## src/rtl/alu_issue_stage_if.sv

```systemverilog
// ID/EX issue bus: fetched instruction with operands in, decoded Alu controls out.
// Stall/flush travel on the same bundle as the instruction they qualify.
interface alu_issue_stage_if;
  logic        stall;
  logic        flush;
  logic        in_valid;
  logic [31:0] instr;
  logic [31:0] rs_data;
  logic [31:0] rt_data;

  logic        ex_valid;
  logic [31:0] ex_A;
  logic [31:0] ex_B;
  logic [5:0]  ex_ALUFun;
  logic        ex_Sign;
  logic [4:0]  ex_rd;
  logic        ex_RegWrite;
  logic        ex_MemRead;
  logic        ex_MemWrite;
  logic        ex_illegal;

  modport master (
    output stall, flush, in_valid, instr, rs_data, rt_data,
    input  ex_valid, ex_A, ex_B, ex_ALUFun, ex_Sign, ex_rd,
           ex_RegWrite, ex_MemRead, ex_MemWrite, ex_illegal
  );

  modport slave (
    input  stall, flush, in_valid, instr, rs_data, rt_data,
    output ex_valid, ex_A, ex_B, ex_ALUFun, ex_Sign, ex_rd,
           ex_RegWrite, ex_MemRead, ex_MemWrite, ex_illegal
  );
endinterface

```

## src/rtl/alu_issue_stage.sv

```systemverilog
// Decodes one MIPS instruction into Alu controls/operands and registers them at ID/EX.
// Latency 1 cycle; stall holds the slot, flush (over stall) or in_valid=0 loads a bubble.
module alu_issue_stage (
  input  logic             clk,
  input  logic             reset,
  alu_issue_stage_if.slave bus
);

  localparam logic [5:0] FUN_ADD  = 6'b000000;
  localparam logic [5:0] FUN_SUB  = 6'b000001;
  localparam logic [5:0] FUN_AND  = 6'b011000;
  localparam logic [5:0] FUN_OR   = 6'b011110;
  localparam logic [5:0] FUN_XOR  = 6'b010110;
  localparam logic [5:0] FUN_NOR  = 6'b010001;
  localparam logic [5:0] FUN_PASA = 6'b011010;
  localparam logic [5:0] FUN_SLL  = 6'b100000;
  localparam logic [5:0] FUN_SRL  = 6'b100001;
  localparam logic [5:0] FUN_SRA  = 6'b100011;
  localparam logic [5:0] FUN_EQ   = 6'b110011;
  localparam logic [5:0] FUN_NEQ  = 6'b110001;
  localparam logic [5:0] FUN_LT   = 6'b110101;
  localparam logic [5:0] FUN_LEZ  = 6'b111101;
  localparam logic [5:0] FUN_LTZ  = 6'b111011;
  localparam logic [5:0] FUN_GTZ  = 6'b111111;

  typedef struct packed {
    logic        valid;
    logic [31:0] a;
    logic [31:0] b;
    logic [5:0]  fun;
    logic        sign;
    logic [4:0]  rd;
    logic        reg_write;
    logic        mem_read;
    logic        mem_write;
    logic        illegal;
  } ex_t;

  ex_t         w_dec;
  ex_t         r_ex;
  logic        w_legal;
  logic [5:0]  w_op;
  logic [5:0]  w_fn;
  logic [4:0]  w_rt_f;
  logic [31:0] w_sext;
  logic [31:0] w_zext;
  logic [31:0] w_shamt;
  logic        w_unused;

  assign w_op     = bus.instr[31:26];
  assign w_fn     = bus.instr[5:0];
  assign w_rt_f   = bus.instr[20:16];
  assign w_sext   = {{16{bus.instr[15]}}, bus.instr[15:0]};
  assign w_zext   = {16'b0, bus.instr[15:0]};
  assign w_shamt  = {27'b0, bus.instr[10:6]};
  // The rs field only selects the register file read; rs_data already carries its value.
  assign w_unused = ^bus.instr[25:21];

  always_comb begin
    // I-type layout is the default; R-type and branches override what differs.
    w_dec           = '0;
    w_legal         = 1'b1;
    w_dec.valid     = 1'b1;
    w_dec.a         = bus.rs_data;
    w_dec.b         = w_sext;
    w_dec.rd        = w_rt_f;
    w_dec.reg_write = 1'b1;
    case (w_op)
      6'h00: begin
        w_dec.b  = bus.rt_data;
        w_dec.rd = bus.instr[15:11];
        case (w_fn)
          6'h20: begin w_dec.fun = FUN_ADD; w_dec.sign = 1'b1; end
          6'h21: w_dec.fun = FUN_ADD;
          6'h22: begin w_dec.fun = FUN_SUB; w_dec.sign = 1'b1; end
          6'h23: w_dec.fun = FUN_SUB;
          6'h24: w_dec.fun = FUN_AND;
          6'h25: w_dec.fun = FUN_OR;
          6'h26: w_dec.fun = FUN_XOR;
          6'h27: w_dec.fun = FUN_NOR;
          6'h2A: begin w_dec.fun = FUN_LT; w_dec.sign = 1'b1; end
          6'h2B: w_dec.fun = FUN_LT;
          6'h00: begin w_dec.fun = FUN_SLL; w_dec.a = w_shamt; end
          6'h02: begin w_dec.fun = FUN_SRL; w_dec.a = w_shamt; end
          6'h03: begin w_dec.fun = FUN_SRA; w_dec.a = w_shamt; end
          6'h04: w_dec.fun = FUN_SLL;
          6'h06: w_dec.fun = FUN_SRL;
          6'h07: w_dec.fun = FUN_SRA;
          6'h08: begin
            w_dec.fun       = FUN_ADD;
            w_dec.a         = '0;
            w_dec.b         = '0;
            w_dec.reg_write = 1'b0;
          end
          default: w_legal = 1'b0;
        endcase
      end
      6'h01, 6'h04, 6'h05, 6'h06, 6'h07: begin
        w_dec.b         = bus.rt_data;
        w_dec.rd        = '0;
        w_dec.reg_write = 1'b0;
        w_dec.sign      = 1'b1;
        case (w_op)
          6'h04:   w_dec.fun = FUN_EQ;
          6'h05:   w_dec.fun = FUN_NEQ;
          6'h06:   w_dec.fun = FUN_LEZ;
          6'h07:   w_dec.fun = FUN_GTZ;
          default: begin
            w_dec.fun = FUN_LTZ;
            w_legal   = (w_rt_f == 5'd0);
          end
        endcase
      end
      6'h08: begin w_dec.fun = FUN_ADD; w_dec.sign = 1'b1; end
      6'h09: w_dec.fun = FUN_ADD;
      6'h0A: begin w_dec.fun = FUN_LT; w_dec.sign = 1'b1; end
      6'h0B: w_dec.fun = FUN_LT;
      6'h0C: begin w_dec.fun = FUN_AND; w_dec.b = w_zext; end
      6'h0D: begin w_dec.fun = FUN_OR; w_dec.b = w_zext; end
      6'h0F: begin
        w_dec.fun = FUN_PASA;
        w_dec.a   = {bus.instr[15:0], 16'b0};
        w_dec.b   = '0;
      end
      6'h23: begin w_dec.fun = FUN_ADD; w_dec.mem_read = 1'b1; end
      6'h2B: begin
        w_dec.fun       = FUN_ADD;
        w_dec.mem_write = 1'b1;
        w_dec.reg_write = 1'b0;
      end
      default: w_legal = 1'b0;
    endcase
    if (!w_legal) begin
      w_dec         = '0;
      w_dec.valid   = 1'b1;
      w_dec.illegal = 1'b1;
    end
    if (w_dec.rd == 5'd0) w_dec.reg_write = 1'b0;
  end

  always_ff @(posedge clk) begin
    if (reset || bus.flush) begin
      r_ex <= '0;
    end else if (!bus.stall) begin
      r_ex <= bus.in_valid ? w_dec : '0;
    end
  end

  assign bus.ex_valid    = r_ex.valid;
  assign bus.ex_A        = r_ex.a;
  assign bus.ex_B        = r_ex.b;
  assign bus.ex_ALUFun   = r_ex.fun;
  assign bus.ex_Sign     = r_ex.sign;
  assign bus.ex_rd       = r_ex.rd;
  assign bus.ex_RegWrite = r_ex.reg_write;
  assign bus.ex_MemRead  = r_ex.mem_read;
  assign bus.ex_MemWrite = r_ex.mem_write;
  assign bus.ex_illegal  = r_ex.illegal;

endmodule

```

## src/flat_wrapper.sv

```systemverilog
// flat-port wrapper written by rule: the top's interface ports become plain ports
module alu_issue_stage_flat 
  (clk, reset, bus_stall, bus_flush, bus_in_valid, bus_instr, bus_rs_data, bus_rt_data, bus_ex_valid, bus_ex_A, bus_ex_B, bus_ex_ALUFun, bus_ex_Sign, bus_ex_rd, bus_ex_RegWrite, bus_ex_MemRead, bus_ex_MemWrite, bus_ex_illegal);
  alu_issue_stage_if bus_i ();
  input  logic clk;
  input  logic reset;
  input wire logic [$bits(bus_i.stall)-1:0] bus_stall;
  input wire logic [$bits(bus_i.flush)-1:0] bus_flush;
  input wire logic [$bits(bus_i.in_valid)-1:0] bus_in_valid;
  input wire logic [$bits(bus_i.instr)-1:0] bus_instr;
  input wire logic [$bits(bus_i.rs_data)-1:0] bus_rs_data;
  input wire logic [$bits(bus_i.rt_data)-1:0] bus_rt_data;
  output wire logic [$bits(bus_i.ex_valid)-1:0] bus_ex_valid;
  output wire logic [$bits(bus_i.ex_A)-1:0] bus_ex_A;
  output wire logic [$bits(bus_i.ex_B)-1:0] bus_ex_B;
  output wire logic [$bits(bus_i.ex_ALUFun)-1:0] bus_ex_ALUFun;
  output wire logic [$bits(bus_i.ex_Sign)-1:0] bus_ex_Sign;
  output wire logic [$bits(bus_i.ex_rd)-1:0] bus_ex_rd;
  output wire logic [$bits(bus_i.ex_RegWrite)-1:0] bus_ex_RegWrite;
  output wire logic [$bits(bus_i.ex_MemRead)-1:0] bus_ex_MemRead;
  output wire logic [$bits(bus_i.ex_MemWrite)-1:0] bus_ex_MemWrite;
  output wire logic [$bits(bus_i.ex_illegal)-1:0] bus_ex_illegal;
  assign bus_i.stall = bus_stall;
  assign bus_i.flush = bus_flush;
  assign bus_i.in_valid = bus_in_valid;
  assign bus_i.instr = bus_instr;
  assign bus_i.rs_data = bus_rs_data;
  assign bus_i.rt_data = bus_rt_data;
  assign bus_ex_valid = bus_i.ex_valid;
  assign bus_ex_A = bus_i.ex_A;
  assign bus_ex_B = bus_i.ex_B;
  assign bus_ex_ALUFun = bus_i.ex_ALUFun;
  assign bus_ex_Sign = bus_i.ex_Sign;
  assign bus_ex_rd = bus_i.ex_rd;
  assign bus_ex_RegWrite = bus_i.ex_RegWrite;
  assign bus_ex_MemRead = bus_i.ex_MemRead;
  assign bus_ex_MemWrite = bus_i.ex_MemWrite;
  assign bus_ex_illegal = bus_i.ex_illegal;
  alu_issue_stage u_core (.clk(clk), .reset(reset), .bus(bus_i));
endmodule
```

## config.mk

```make
export PLATFORM = sky130hd
export DESIGN_NAME = alu_issue_stage_flat
export DESIGN_NICKNAME = d
export VERILOG_FILES = /design/src/rtl/alu_issue_stage_if.sv /design/src/rtl/alu_issue_stage.sv /design/src/flat_wrapper.sv
export SDC_FILE = /design/constraint.sdc
export NUM_CORES = 1
export LEC_CHECK = 0
export CAP_MARGIN = 20
export CORE_ASPECT_RATIO = 1.2
export CORE_MARGIN = 1
export CORE_UTILIZATION = 45
export DETAILED_ROUTE_END_ITERATION = 8
export DONT_BUFFER_PORTS = 1
export PLACE_DENSITY = 0.65
export SLEW_MARGIN = 25
export SYNTH_ARGS = -nofsm -noshare
export SYNTH_HDL_FRONTEND = slang
export SYNTH_SLANG_ARGS = --single-unit
```

## constraint.sdc

```tcl
create_clock -name clk -period 2.7 [get_ports clk]
set_input_delay 0.54 -clock clk [delete_from_list [all_inputs] [get_ports clk]]
set_output_delay 0.54 -clock clk [all_outputs]
set_load 0.005 [all_outputs]
```

==> results.txt <==
The flow ran to the end, and the final reports show no timing, DRC or antenna violations. The origin of the critical flop-to-flop path is u_core.bus.ex_ALUFun[2]. By area the synthesized netlist is led by sky130_fd_sc_hd__dfxtp_1 (43%), sky130_fd_sc_hd__nand2_1 (7.4%), sky130_fd_sc_hd__a222oi_1 (5.3%), sky130_fd_sc_hd__a211oi_1 (4.5%), sky130_fd_sc_hd__a22oi_1 (4.3%).

The DRC marker count from the first detailed-route iteration is 332. The top-level I/O count is 182. The share of cells above drive strength 1 came out at 0.0939. For this design the ratio of total power to cell area is 576 nW/um^2. The insertion delay to the later sink of the worst-skew pair is 0.35 ns. The utilization after layout is 0.498. The cts-stage hold buffer count is 0. The accumulated negative setup slack is 0 ns.

The setup path with the least slack is of type in -> reg. The final period demand of the worst path is 2.12 ns. The min-delay analysis places its worst path in the category in -> reg. The area added between synthesis and finish is 6.74%. The timing startpoint of the critical path is bus_instr[16].

In this run the most critical hold path is launched from bus_stall. The cell with the most instances after synthesis is sky130_fd_sc_hd__dfxtp_1. The global placer's final weighted congestion came out at 0.866. Of all nets on the critical path, the largest fanout is 21. The data required time of the worst path came out at 2.98 ns. The HPWL after detailed placement is 7.67 mm. The via count of the routed design is 3506. The number of failing hold endpoints at the final stage is 0. Counting every instance in the synthesized netlist gives 441. The number of sinks handled by clock tree synthesis is 81.

The final count of pins violating max slew is 0. Clock tree synthesis inserted a total of 9 buffers. Of the synthesized area, sequential elements account for 0.426. The endpoint arrival time on the critical path came out at 2.40 ns. Setup repair after global routing left no endpoint under its margin.

The kind of end point of the critical path is a flip-flop. The vias per cell came out at 6.49. The repair_antennas step left the layout with diodes totalling 0.

The H-tree was split into 3 levels. The commonest cells after synthesis are sky130_fd_sc_hd__dfxtp_1 (81), sky130_fd_sc_hd__nand2_1 (75), sky130_fd_sc_hd__clkbuf_1 (31), sky130_fd_sc_hd__o21ai_0 (30), sky130_fd_sc_hd__a21oi_1 (25). The die boundary height came out at 103 um. The maximum number of pins on one net before global-route repair is 48.

Clock-pin slew was measured on the worst setup and hold paths at 0.07 ns. The peak supply drop came out at 0.000266 V. The number of register bits inferred by synthesis is 81. After synthesis, the mean cell area works out to 8.63 um^2. In the finished design, the share of the clock period the worst path needs comes to 0.787.

The via count of the first global-routing pass came out at 3238. Synthesis produced a netlist with a net count of 542. The count of standard-cell rows came out at 36. The initial antenna violation count came out at 0. For this run, the leading register cell type out of synthesis is sky130_fd_sc_hd__dfxtp_1. The number of library cell types mapped by synthesis is 50. For the final database, setup skew stands at 0 ns. The mapped netlist covers 3810 um^2. The overall routed net length is 11.0 mm. In this run the deepest clock path goes through 2 buffers. The TritonCTS clock tree is done. The leakage power summed over all cells is 0.00138 uW. Once the clock tree was built, the setup fixing pass inserted 0 buffers.

The number of enable-type register cells in the synthesized netlist came out at 0. The core region is 8150 um^2. Measured against its own limit, the worst slew margin works out to 0.304.

The wire length of the first global-routing pass is 16.6 mm. The effective utilization at floorplan is 0.467. After detailed routing, the number of remaining DRC violations is 0. The pin slew with the least headroom to its limit is 1.04 ns.

The global-route usage over all layers came out at 0.248. The count of TritonRoute iterations in the first routing pass is 7. Summed over all instances, the cell type with the most area after synthesis is sky130_fd_sc_hd__dfxtp_1. The yosys synthesis warning count is 0. The full die area came out at 8830 um^2. After global routing the overflow that remains totals 0.

The die extent in x came out at 86.0 um. The count of instances resized after the clock tree is built is 0. Timing would allow up to 471 MHz. After detailed routing, the average wire length per cell comes to 20.4 um. The count of nets left with antenna violations once routing finished came out at 0.

The max-capacitance violation count is 0. STA classifies the critical path startpoint as an input port. Buffers placed on the I/O ports in this run total 0. The net count reported at finish is 523. The root buffer cell chosen for the clock tree is sky130_fd_sc_hd__clkbuf_8. The share of synthesized area in the top cell type comes to 0.426. The number of failing setup endpoints in the final timing report is 0. The share of synthesized flip-flops with an asynchronous set or reset is 0.
==> critical path, cell delays in order <==
cell and delay [ns]:
sky130_fd_sc_hd__or4_1 0.52, sky130_fd_sc_hd__nor2_1 0.25, sky130_fd_sc_hd__a211oi_1 0.20, sky130_fd_sc_hd__a211o_2 0.47, sky130_fd_sc_hd__buf_4 0.24, sky130_fd_sc_hd__o21ai_0 0.17
==> where the power goes <==
group	internal (uW)	switching, uW	total, uW	leakage, uW
combinational	69.6	99.9	170	0.000624
clock	541	423	963	0.000106
sequential	1200	7.12	1210	0.000653
==> flip-flops by register name (all words and copies together), names as in the netlist, 5 cells and up <==
signal and cells:
u_core.bus.ex_A 32, u_core.bus.ex_B 32, u_core.bus.ex_ALUFun 6, u_core.bus.ex_rd 5
==> stage by stage <==
stage               cell area [um^2]  instances  hold WS, ns  total power (uW)  setup slack (ns)
floorplan                       3810        441        0.446              1400             0.449
global placement                3850        525        0.460              1400             0.250
detailed placement              3850        525        0.463              1410             0.195
CTS                             4060        540        0.305              2370             0.589
global route                    4060        540        0.309              2450             0.458
finish                          4060        540        0.327              2340             0.576
==> cell type report <==
class | count | area [um^2]
Fill cell | 769 | 4090
Multi-Input combinational cell | 313 | 1960
Sequential cell | 81 | 1620
Clock buffer | 12 | 145
Tap cell | 114 | 143
Timing Repair Buffer | 14 | 118
Clock inverter | 3 | 65.1
Inverter | 3 | 11.3
==> kinds of logic (layout without fill, tap and decap cells) <==
| logic type | after synthesis | after routing | synth area share |
|---|---|---|---|
| AOI/OAI and AO/OA | 181 | 181 | 0.349 |
| DFF | 81 | 81 | 0.426 |
| buffers and inverters | 47 | 32 | 0.0605 |
| and+or+nand+nor | 130 | 130 | 0.160 |
| xor gates and xnor gates | 2 | 2 | 0.00460 |
==> cells in the final DEF (no fill, tap or decap), drive strengths merged, types with 2 or more instances in the layout <==
master / instances
a21boi: 2
clkbuf: 12
nand3: 5
o32ai: 2
or2: 2
xnor2: 2
nor2b: 9
a22o: 2
o22ai: 4
nor2: 19
nor4: 2
a21o: 3
nor3: 3
o31ai: 18
a31oi: 4
o21ai: 33
buf: 14
dfxtp: 81
a21oi: 25
a211oi: 24
nand2b: 6
a32o: 14
nand2: 75
inv: 3
or4: 3
bufinv: 2
a222oi: 20
a22oi: 22
==> routing by layer <==
metal	vias up	share of wire	track usage
met2	174	0.50	0.429
met3	20	0.081	0.0745
met4	0	0.030	0.128
met1	1677	0.39	0.277
met5	-	0	0
li1	1635	-	-
==> final timing paths <==
path	end	slack, ns	cells past startpoint
max	u_core.bus.ex_rd[4]	0.58	6
min	u_core.bus.ex_A[21]	0.33	2
max reg2reg	u_core.bus.ex_ALUFun[2]	1.73	3
min reg2reg	u_core.bus.ex_B[11]	0.47	2
No activity file was read; power rests on OpenSTA's default activity.
